--- src/rtl/mio_arbiter_if.sv ---
// Signal bundle around the MIO arbiter: fetch port, data port and the shared memory port.
interface mio_arbiter_if;
    logic        if_req;
    logic [31:0] if_addr;
    logic [31:0] if_rdata;
    logic        if_ready;
    logic        d_req;
    logic        d_we;
    logic [31:0] d_addr;
    logic [31:0] d_wdata;
    logic [31:0] d_rdata;
    logic        d_ready;
    logic        mem_req;
    logic        mem_we;
    logic [31:0] mem_addr;
    logic [31:0] mem_wdata;
    logic [31:0] mem_rdata;
    logic        mem_ready;
    logic        stall;
    logic        bus_err;
    logic        owner_d;

    // Arbiter view
    modport slave (
        input  if_req, if_addr, d_req, d_we, d_addr, d_wdata, mem_rdata, mem_ready,
        output if_rdata, if_ready, d_rdata, d_ready, mem_req, mem_we, mem_addr, mem_wdata,
               stall, bus_err, owner_d
    );

    // Core and memory view
    modport master (
        output if_req, if_addr, d_req, d_we, d_addr, d_wdata, mem_rdata, mem_ready,
        input  if_rdata, if_ready, d_rdata, d_ready, mem_req, mem_we, mem_addr, mem_wdata,
               stall, bus_err, owner_d
    );
endinterface

--- src/rtl/mio_arbiter.sv ---
// Shares one memory port between fetch and load/store: data priority with a fetch
// starvation guard, variable-latency req/ready handshake and a BUSY timeout.
module mio_arbiter #(
    parameter int unsigned STREAK_MAX = 4,
    parameter int unsigned TIMEOUT    = 255
) (
    input  logic         clk,
    input  logic         rst,
    mio_arbiter_if.slave bus
);

    typedef enum logic [1:0] {
        ST_IDLE = 2'd0,
        ST_BUSY = 2'd1,
        ST_RESP = 2'd2
    } state_e;

    localparam logic [3:0] STREAK_LIM = 4'(STREAK_MAX);
    localparam logic [7:0] TMO_LAST   = 8'(TIMEOUT - 1);

    state_e      state_q,     state_d;
    logic [3:0]  streak_q,    streak_d;
    logic [7:0]  tmo_q,       tmo_d;
    logic        own_data_q,  own_data_d;
    logic        mem_req_q,   mem_req_d;
    logic        mem_we_q,    mem_we_d;
    logic [31:0] mem_addr_q,  mem_addr_d;
    logic [31:0] mem_wdata_q, mem_wdata_d;
    logic [31:0] if_rdata_q,  if_rdata_d;
    logic [31:0] d_rdata_q,   d_rdata_d;
    logic        if_ready_q,  if_ready_d;
    logic        d_ready_q,   d_ready_d;
    logic        bus_err_q,   bus_err_d;
    logic        grant_data;

    // Arbitration, handshake sequencing and response capture
    always_comb begin
        state_d     = state_q;
        streak_d    = streak_q;
        tmo_d       = tmo_q;
        own_data_d  = own_data_q;
        mem_req_d   = mem_req_q;
        mem_we_d    = mem_we_q;
        mem_addr_d  = mem_addr_q;
        mem_wdata_d = mem_wdata_q;
        if_rdata_d  = if_rdata_q;
        d_rdata_d   = d_rdata_q;
        if_ready_d  = 1'b0;
        d_ready_d   = 1'b0;
        bus_err_d   = 1'b0;
        grant_data  = bus.d_req && !(bus.if_req && (streak_q == STREAK_LIM));

        case (state_q)
            ST_IDLE: begin
                if (grant_data) begin
                    own_data_d  = 1'b1;
                    mem_req_d   = 1'b1;
                    mem_we_d    = bus.d_we;
                    mem_addr_d  = bus.d_addr;
                    mem_wdata_d = bus.d_wdata;
                    tmo_d       = 8'd0;
                    state_d     = ST_BUSY;
                    // Only data grants that overtake a waiting fetch count toward the guard
                    if (bus.if_req && (streak_q != 4'hF)) begin
                        streak_d = streak_q + 4'd1;
                    end else begin
                        streak_d = streak_q;
                    end
                end else if (bus.if_req) begin
                    own_data_d = 1'b0;
                    mem_req_d  = 1'b1;
                    mem_we_d   = 1'b0;
                    mem_addr_d = bus.if_addr;
                    tmo_d      = 8'd0;
                    streak_d   = 4'd0;
                    state_d    = ST_BUSY;
                end else begin
                    state_d = ST_IDLE;
                end
            end

            ST_BUSY: begin
                if (bus.mem_ready) begin
                    mem_req_d = 1'b0;
                    mem_we_d  = 1'b0;
                    state_d   = ST_RESP;
                    if (!mem_we_q && own_data_q) begin
                        d_rdata_d = bus.mem_rdata;
                    end else if (!mem_we_q) begin
                        if_rdata_d = bus.mem_rdata;
                    end else begin
                        d_rdata_d = d_rdata_q;
                    end
                    if (own_data_q) begin
                        d_ready_d = 1'b1;
                    end else begin
                        if_ready_d = 1'b1;
                    end
                end else if (tmo_q == TMO_LAST) begin
                    mem_req_d = 1'b0;
                    mem_we_d  = 1'b0;
                    bus_err_d = 1'b1;
                    state_d   = ST_RESP;
                    if (!mem_we_q && own_data_q) begin
                        d_rdata_d = 32'h0000_0000;
                    end else if (!mem_we_q) begin
                        if_rdata_d = 32'h0000_0000;
                    end else begin
                        d_rdata_d = d_rdata_q;
                    end
                    if (own_data_q) begin
                        d_ready_d = 1'b1;
                    end else begin
                        if_ready_d = 1'b1;
                    end
                end else begin
                    tmo_d = tmo_q + 8'd1;
                end
            end

            ST_RESP: begin
                own_data_d = 1'b0;
                state_d    = ST_IDLE;
            end

            default: begin
                own_data_d = 1'b0;
                mem_req_d  = 1'b0;
                mem_we_d   = 1'b0;
                state_d    = ST_IDLE;
            end
        endcase
    end

    // State and output registers
    always_ff @(posedge clk or negedge rst) begin
        if (!rst) begin
            state_q     <= ST_IDLE;
            streak_q    <= 4'd0;
            tmo_q       <= 8'd0;
            own_data_q  <= 1'b0;
            mem_req_q   <= 1'b0;
            mem_we_q    <= 1'b0;
            mem_addr_q  <= 32'h0000_0000;
            mem_wdata_q <= 32'h0000_0000;
            if_rdata_q  <= 32'h0000_0000;
            d_rdata_q   <= 32'h0000_0000;
            if_ready_q  <= 1'b0;
            d_ready_q   <= 1'b0;
            bus_err_q   <= 1'b0;
        end else begin
            state_q     <= state_d;
            streak_q    <= streak_d;
            tmo_q       <= tmo_d;
            own_data_q  <= own_data_d;
            mem_req_q   <= mem_req_d;
            mem_we_q    <= mem_we_d;
            mem_addr_q  <= mem_addr_d;
            mem_wdata_q <= mem_wdata_d;
            if_rdata_q  <= if_rdata_d;
            d_rdata_q   <= d_rdata_d;
            if_ready_q  <= if_ready_d;
            d_ready_q   <= d_ready_d;
            bus_err_q   <= bus_err_d;
        end
    end

    assign bus.mem_req   = mem_req_q;
    assign bus.mem_we    = mem_we_q;
    assign bus.mem_addr  = mem_addr_q;
    assign bus.mem_wdata = mem_wdata_q;
    assign bus.if_rdata  = if_rdata_q;
    assign bus.d_rdata   = d_rdata_q;
    assign bus.if_ready  = if_ready_q;
    assign bus.d_ready   = d_ready_q;
    assign bus.bus_err   = bus_err_q;
    assign bus.owner_d   = own_data_q;
    assign bus.stall     = (bus.if_req & ~if_ready_q) | (bus.d_req & ~d_ready_q);

endmodule

--- src/flat_wrapper.sv ---
// flat-port wrapper written by rule: the top's interface ports become plain ports
module mio_arbiter_flat 
#(
    parameter int unsigned STREAK_MAX = 4,
    parameter int unsigned TIMEOUT    = 255
)
  (clk, rst, bus_if_req, bus_if_addr, bus_d_req, bus_d_we, bus_d_addr, bus_d_wdata, bus_mem_rdata, bus_mem_ready, bus_if_rdata, bus_if_ready, bus_d_rdata, bus_d_ready, bus_mem_req, bus_mem_we, bus_mem_addr, bus_mem_wdata, bus_stall, bus_bus_err, bus_owner_d);
  mio_arbiter_if bus_i ();
  input  logic clk;
  input  logic rst;
  input wire logic [$bits(bus_i.if_req)-1:0] bus_if_req;
  input wire logic [$bits(bus_i.if_addr)-1:0] bus_if_addr;
  input wire logic [$bits(bus_i.d_req)-1:0] bus_d_req;
  input wire logic [$bits(bus_i.d_we)-1:0] bus_d_we;
  input wire logic [$bits(bus_i.d_addr)-1:0] bus_d_addr;
  input wire logic [$bits(bus_i.d_wdata)-1:0] bus_d_wdata;
  input wire logic [$bits(bus_i.mem_rdata)-1:0] bus_mem_rdata;
  input wire logic [$bits(bus_i.mem_ready)-1:0] bus_mem_ready;
  output wire logic [$bits(bus_i.if_rdata)-1:0] bus_if_rdata;
  output wire logic [$bits(bus_i.if_ready)-1:0] bus_if_ready;
  output wire logic [$bits(bus_i.d_rdata)-1:0] bus_d_rdata;
  output wire logic [$bits(bus_i.d_ready)-1:0] bus_d_ready;
  output wire logic [$bits(bus_i.mem_req)-1:0] bus_mem_req;
  output wire logic [$bits(bus_i.mem_we)-1:0] bus_mem_we;
  output wire logic [$bits(bus_i.mem_addr)-1:0] bus_mem_addr;
  output wire logic [$bits(bus_i.mem_wdata)-1:0] bus_mem_wdata;
  output wire logic [$bits(bus_i.stall)-1:0] bus_stall;
  output wire logic [$bits(bus_i.bus_err)-1:0] bus_bus_err;
  output wire logic [$bits(bus_i.owner_d)-1:0] bus_owner_d;
  assign bus_i.if_req = bus_if_req;
  assign bus_i.if_addr = bus_if_addr;
  assign bus_i.d_req = bus_d_req;
  assign bus_i.d_we = bus_d_we;
  assign bus_i.d_addr = bus_d_addr;
  assign bus_i.d_wdata = bus_d_wdata;
  assign bus_i.mem_rdata = bus_mem_rdata;
  assign bus_i.mem_ready = bus_mem_ready;
  assign bus_if_rdata = bus_i.if_rdata;
  assign bus_if_ready = bus_i.if_ready;
  assign bus_d_rdata = bus_i.d_rdata;
  assign bus_d_ready = bus_i.d_ready;
  assign bus_mem_req = bus_i.mem_req;
  assign bus_mem_we = bus_i.mem_we;
  assign bus_mem_addr = bus_i.mem_addr;
  assign bus_mem_wdata = bus_i.mem_wdata;
  assign bus_stall = bus_i.stall;
  assign bus_bus_err = bus_i.bus_err;
  assign bus_owner_d = bus_i.owner_d;
  mio_arbiter #(.STREAK_MAX(STREAK_MAX), .TIMEOUT(TIMEOUT)) u_core (.clk(clk), .rst(rst), .bus(bus_i));
endmodule
--- config.mk ---
export PLATFORM = sky130hd
export DESIGN_NAME = mio_arbiter_flat
export DESIGN_NICKNAME = d
export VERILOG_FILES = /design/src/rtl/mio_arbiter_if.sv /design/src/rtl/mio_arbiter.sv /design/src/flat_wrapper.sv
export SDC_FILE = /design/constraint.sdc
export NUM_CORES = 1
export LEC_CHECK = 0
export ABC_CLOCK_PERIOD_IN_PS = 2000
export BUFFER_PORTS_ARGS = -buffer_cell sky130_fd_sc_hd__buf_2
export CORE_UTILIZATION = 43
export DETAILED_ROUTE_END_ITERATION = 7
export PLACE_DENSITY = 0.76
export SYNTH_ARGS = -nofsm -noshare
export SYNTH_HDL_FRONTEND = slang
export SYNTH_SLANG_ARGS = --single-unit
--- constraint.sdc ---
create_clock -name clk -period 2 [get_ports clk]
set_clock_uncertainty 0.15 [all_clocks]
set_input_delay 0.2 -clock clk [delete_from_list [all_inputs] [get_ports clk]]
set_output_delay 0.2 -clock clk [all_outputs]
set_load 0.02 [all_outputs]
==> flow_summary.json, run 1 <==
{
  "path_buf_inv": 2,
  "switching_power_mw": 5.76,
  "timing.final.crit_share": 0.986,
  "htree_num_levels": 4,
  "wl_per_cell_um": 20.0,
  "max_cap_violations": 0,
  "io_buffers": 268,
  "place_inst": 886,
  "route.vias.total": 5853,
  "ys_seq_area_frac": 0.613,
  "tns_ns": 0,
  "wl_mm": 21.2,
  "num_rows": 42,
  "slowest_stage": "dfrtp_1",
  "slowest_delay_ns": 0.40,
  "fin_nets": 1005,
  "finalHoldViolCount": 0,
  "hp-start": "bus_d_addr[5]",
  "async_flop_share": 1.00,
  "crit_path_cell_trace": "inv_2 > ha_2 > nand4b_1 > nand2_2 > buf_12 > mux2i_1 > o21ai_0",
  "cts_inserted_buffers": 17,
  "grt_max_degree": 69,
  "area_delta_synth_final_pct": 60.4,
  "worst_setup_path_end_kind": "register",
  "cp_max_fo": 35,
  "final_util": 0.720,
  "hold_class": "input pin to register",
  "worstReg2RegStart": "u_core.streak_q[0]",
  "grt_pass1_vias": 6131,
  "cts_sinks": 148,
  "drcViolationCount": 0,
  "clockBufferDepth": 2,
  "tightest_slew_ns": 0.633,
  "synth_top_area_cell": "dfrtp_1",
  "period_needed_ns": 1.97,
  "dp_hpwl_mm": 11.7,
  "synth_top_area_share": 0.613,
  "ys_warn_count": 0,
  "ant_nets": 0,
  "die_h_um": 121,
  "syn-num-nets": 604,
  "clock_latency_ns": 0.42,
  "synthTopCellsByCount": "148 x dfrtp_1, 63 x a32o_1, 40 x nand2_1",
  "cts_tree": "built",
  "status": "completed",
  "first_iter_violations": 490,
  "path_clk_slew_ns": 0.06,
  "layoutNonFillerInstCount": 1057,
  "firstDrtPassIters": 5,
  "crit_arrival_ns": 2.09,
  "antenna_found_initial": 1,
  "ys_ff_latch": 148,
  "path_class": "register to register",
  "power-per-cell-area_nw_per_um2": 1500,
  "placed_cell_area_um2": 7640,
  "ys.flop_type": "dfrtp_1",
  "design_area_um2": 9690,
  "grt_pass1_wl_mm": 32.7,
  "cp_data_required_time_ns": 2.12,
  "combPwrFrac": 0.419,
  "synth_cells": 466,
  "drive_gt1_frac": 0.414,
  "via_per_inst": 5.54,
  "swShare": 0.396,
  "startpoint": "u_core.streak_q[0]",
  "netlist_area_um2": 6040,
  "slew_viol_final": 0,
  "synth_area_leaders": "dfrtp_1 61%, a32o_1 10%, mux2_2 6.1%",
  "gp_congestion": 0.902,
  "ioPinCount": 269,
  "critical_path.top_delay_family": "flip-flops",
  "fp.dieW_um": 121,
  "leakage_nw": 4.76,
  "vdd_ir_drop_max_mv": 0.815,
  "internal-power_mw": 8.79,
  "dieArea_um2": 14500,
  "cts-root-buf": "clkbuf_16",
  "cp-start-kind": "register",
  "core_um2": 13500,
  "syn_avg_cell_area_um2": 13.0,
  "slew_headroom": 0.578,
  "seq_power_share": 0.359,
  "fmax_mhz": 507,
  "power_frac_clock": 0.222,
  "synth-edff-count": 0,
  "start_util": 0.449,
  "grt_setup_unrepaired": "yes",
  "synth.most_common_cell": "dfrtp_1",
  "ys_types": 38,
  "overflow": 0,
  "finalSetupViolCount": 0,
  "grt_use_total": 0.297
}
path summary, 6_finish.rpt:
check,end,slack [ns],cells past startpoint
setup / recovery,u_core.bus.mem_addr[3],0.03,7
hold / removal,u_core.bus.mem_addr[5],0.09,3
setup reg to reg,u_core.bus.mem_addr[3],0.03,7
hold reg to reg,u_core.bus.if_rdata[31],0.34,1
max in group asynchronous,u_core.bus.if_rdata[2],0.85,3
min in group asynchronous,u_core.bus.d_rdata[26],0.12,2
placed cells by master, fill, tap and decap left out, types with 4 or more instances in the layout:
master	Yosys	final
mux2_4	0	11
inv_1	6	5
a21oi_1	6	6
buf_2	11	267
a32o_1	63	63
clkinv_4	0	4
buf_12	0	6
buf_4	0	12
dlygate4sd3_1	0	129
o21ai_0	38	35
mux2_2	33	22
dfrtp_1	148	147
nor2_1	7	7
nand3_1	6	6
mux2i_1	33	32
buf_6	2	4
clkbuf_16	0	18
nand2_1	40	40
stage by stage:
| step | hold WS (ns) | setup slack [ns] | power, mW |
|---|---|---|---|
| 2_1_floorplan | -0.246 | 0.0245 | 8.47 |
| 6_report | 0.0917 | 0.0288 | 14.6 |
| 4_1_cts | 0.0169 | 0.00489 | 14.3 |
| 5_1_grt | 0.0529 | -0.0291 | 15.2 |
| 3_3_place_gp | -0.00777 | 0.0972 | 10.5 |
| 3_5_place_dp | -0.00265 | -0.00517 | 10.7 |
layout make-up:
type	count	area, µm²
Fill cell	894	3760
Sequential cell	148	3700
Timing Repair Buffer	419	2910
Multi-Input combinational cell	275	2230
Clock buffer	21	450
Tap cell	176	220
Clock inverter	11	151
Inverter	6	22.5
Antenna cell	1	2.50
state kept, by name (all words and copies together) (netlist names):
name                  cells
u_core.bus.owner_d        1
u_core.bus.d_rdata       32
u_core.bus.mem_wdata     32
u_core.bus.d_ready        1
u_core.bus.bus_err        1
u_core.streak_q           4
u_core.bus.mem_addr      32
u_core.bus.if_rdata      32
u_core.bus.if_ready       1
u_core.tmo_q              8
u_core.bus.mem_req        1
u_core.bus.mem_we         1
u_core.state_q            2
layer usage:
layer  vias to the layer above  GRT usage  part of all wire
met2                       331      0.514              0.51
met3                        60     0.0877             0.085
met1                      2901      0.336              0.37
met4                         0      0.143             0.033
li1                       2561          -                 -
met5                         -          0                 0
worst min-delay path, cell delays in order:
cell     delay, ns
buf_2         0.09
mux2i_2       0.07
o21ai_1       0.22
power by group through the flow:
| stage | sequential (mW) | clock, mW | combinational (mW) |
|---|---|---|---|
| 2_1_floorplan | 6.68 | 0 | 1.79 |
| 3_3_place_gp | 5.06 | 0 | 5.42 |
| 3_5_place_dp | 5.14 | 0 | 5.57 |
| 4_1_cts | 5.10 | 3.28 | 5.87 |
| 5_1_grt | 5.35 | 3.43 | 6.47 |
| 6_report | 5.22 | 3.23 | 6.10 |
logic make-up after synthesis:
logic type | count (synthesis) | share of synthesized area
muxes | 66 | 0.116
buffers and inverters | 43 | 0.0317
DFF | 148 | 0.613
and+or+nand+nor | 81 | 0.0679
AOI/OAI and AO/OA | 124 | 0.163
adders and majority gates | 4 | 0.00828
timing repair:
action | 4_1_cts | 5_1_grt
hold endpoints to repair | 222 | 0
buffers inserted | 6 | 2
pin swaps | 1 | 2
hold buffers | 129 | 0
cloned | 1 | 1
setup endpoints to repair | 32 | 118
resized for setup | 3 | 21
No activity file was read; power rests on OpenSTA's default activity.
==> inputs of run 2 (changes only) <==
--- a/config.mk
+++ b/config.mk
@@ -7,9 +7,11 @@
 export LEC_CHECK = 0
 export ABC_CLOCK_PERIOD_IN_PS = 2000
 export BUFFER_PORTS_ARGS = -buffer_cell sky130_fd_sc_hd__buf_2
-export CORE_UTILIZATION = 43
+export CELL_PAD_IN_SITES_DETAIL_PLACEMENT = 1
+export CELL_PAD_IN_SITES_GLOBAL_PLACEMENT = 2
+export CORE_UTILIZATION = 26
 export DETAILED_ROUTE_END_ITERATION = 7
-export PLACE_DENSITY = 0.76
+export PLACE_DENSITY = 0.74
 export SYNTH_ARGS = -nofsm -noshare
 export SYNTH_HDL_FRONTEND = slang
 export SYNTH_SLANG_ARGS = --single-unit
==> run 2 against run 1 <==
  * Die area grew 64%
  * Design area grew 3.9%
  * Fmax shrank 1.2%
  * Critical path depth grew 1
  * Utilization shrank 28 points
  * Combinational power grew 3%
  * First-iteration DRC count shrank 64%
  * Global-route usage shrank 12 points
  * Final cell count grew 11%
  * Setup slack lost 0.023 ns
  * Sequential power is essentially flat
  * Worst hold slack gained 0.032 ns
  * Critical path type unchanged
  * Critical endpoint is now u_core.bus.mem_wdata[22]
==> flow_summary.json, run 2 (synthesis results as in run 1) <==
{
  "status": "completed",
  "crit_arrival_ns": 2.14,
  "leakage_nw": 4.90,
  "grt_setup_unrepaired": "yes",
  "core_um2": 22700,
  "cp-start-kind": "register",
  "wl_met2_mm": 11.5,
  "route.vias.total": 5671,
  "via_per_inst": 4.83,
  "gp_congestion": 0.818,
  "drive_gt1_frac": 0.423,
  "cp_data_required_time_ns": 2.15,
  "fillCellCount": 2423,
  "drcViolationCount": 0,
  "fin_nets": 1014,
  "power-per-cell-area_nw_per_um2": 1450,
  "wl_per_cell_um": 19.4,
  "hold_slack_ns": 0.123,
  "max_cap_violations": 0,
  "layout_commonest_cell": "buf_2",
  "worst_setup_path_end_kind": "register",
  "antenna_found_initial": 2,
  "vdd_ir_drop_max_mv": 0.654,
  "multi_input_area_um2": 2330,
  "fp.dieW_um": 154,
  "hold_class": "input pin to register",
  "num_rows": 55,
  "cts-root-buf": "clkbuf_16",
  "path_clk_slew_ns": 0.06,
  "slew_headroom": 0.628,
  "cp_max_fo": 8,
  "finalSetupViolCount": 0,
  "tns_ns": 0,
  "ioPinCount": 269,
  "cts_tree": "built",
  "grt_max_degree": 52,
  "path_class": "register to register",
  "layout_common_cells": "267 x buf_2, 147 x dfrtp_1, 130 x dlygate4sd3_1, 63 x a32o_1, 40 x nand2_1",
  "grt_pass1_wl_mm": 33.9,
  "m1WireLength_mm": 9.12,
  "grt_use_total": 0.181,
  "io_buffers": 268,
  "r2r_slack_ns": 0.006,
  "die_h_um": 154,
  "start_util": 0.266,
  "cts_inserted_buffers": 17,
  "dp_hpwl_mm": 14.0,
  "htree_num_levels": 4,
  "maxUsedRoutingLayer": "met5",
  "clock_latency_ns": 0.41,
  "dieArea_um2": 23900,
  "dr_wl_met3_mm": 1.74,
  "cts_sinks": 148,
  "first_iter_violations": 177,
  "finalHoldViolCount": 0,
  "clockBufferDepth": 2,
  "ant_nets": 0,
  "fmax_mhz": 501,
  "wl_mm": 22.7,
  "firstDrtPassIters": 4,
  "timing.final.crit_share": 0.997,
  "area_delta_synth_final_pct": 66.6,
  "tightest_slew_ns": 0.556,
  "grt_pass1_vias": 6161,
  "slew_viol_final": 0,
  "period_needed_ns": 1.99,
  "overflow": 0,
  "regArea_um2": 3700
}
run 2: cell count changes in the layout (fill, tap and decap cells not counted), moves of 3 or more:
cell | previous run | this run
clkinv_4 | 4 | 0
clkbuf_16 | 18 | 22
inv_6 | 1 | 6
inv_8 | 0 | 3
buf_6 | 4 | 1
buf_4 | 12 | 16
mux2_4 | 11 | 32
mux2_2 | 22 | 1
run 2: critical path: stages, from the launching register on:
cell and delay (ns):
dfrtp_1 0.41, inv_1 0.07, ha_2 0.17, nand4b_1 0.13, nand2_2 0.09, nor3_4 0.22
buf_12 0.16, clkbuf_16 0.17, mux2_4 0.31
run 2: layout make-up:
| cell class | instances | share of cell area |
|---|---|---|
| diodes | 1 | 0.000249 |
| clock buffers | 18 | 0.0426 |
| clock inverters | 14 | 0.0140 |
| inverters | 6 | 0.00224 |
| multi-input cells | 275 | 0.231 |
| flip-flops and latches | 148 | 0.368 |
| well taps | 285 | 0.0354 |
| repair buffers | 428 | 0.306 |
run 2: through the flow:
step                 util  power (mW)  cell area (µm²)  setup slack (ns)  cells
floorplan               -        8.47             6040            0.0245    466
global placement    0.346        10.6             7850             0.125   1002
detailed placement  0.346        10.9             7850            0.0188   1002
CTS                 0.427        14.3             9710            0.0132   1163
global route        0.443        15.5            10100           -0.0818   1174
finish              0.443        14.6            10100           0.00570   1175
run 2: path summary, 6_finish.rpt:
check	startpoint	endpoint	cells past startpoint
max in group asynchronous	rst	u_core.bus.mem_addr[18]	3
min	bus_if_req	u_core.streak_q[0]	3
max	u_core.streak_q[1]	u_core.bus.mem_wdata[22]	8
min in group asynchronous	rst	u_core.bus.d_rdata[0]	2
max reg2reg	u_core.streak_q[1]	u_core.bus.mem_wdata[22]	8
min reg2reg	u_core.bus.mem_addr[12]	u_core.bus.mem_addr[12]	2
run 2: timing repair:
| item | CTS | global route |
|---|---|---|
| hold buffers | 129 | 1 |
| endpoints found under the hold margin | 193 | 1 |
| gates resized for setup | 0 | 44 |
| buffers inserted | 0 | 4 |
| endpoints found under the setup margin | 0 | 74 |
run 2: metal layers:
metal,global-route usage,up-vias
li1,-,2580
met1,0.201,2822
met2,0.330,242
met3,0.0597,25
met4,0.0495,2
met5,0,-
run 2: power breakdown:
group	leakage [nW]	switching, mW	internal, mW
clock	0.278	1.38	1.76
sequential	1.83	0.853	4.34
combinational	2.79	3.65	2.64
total	4.90	5.88	8.74
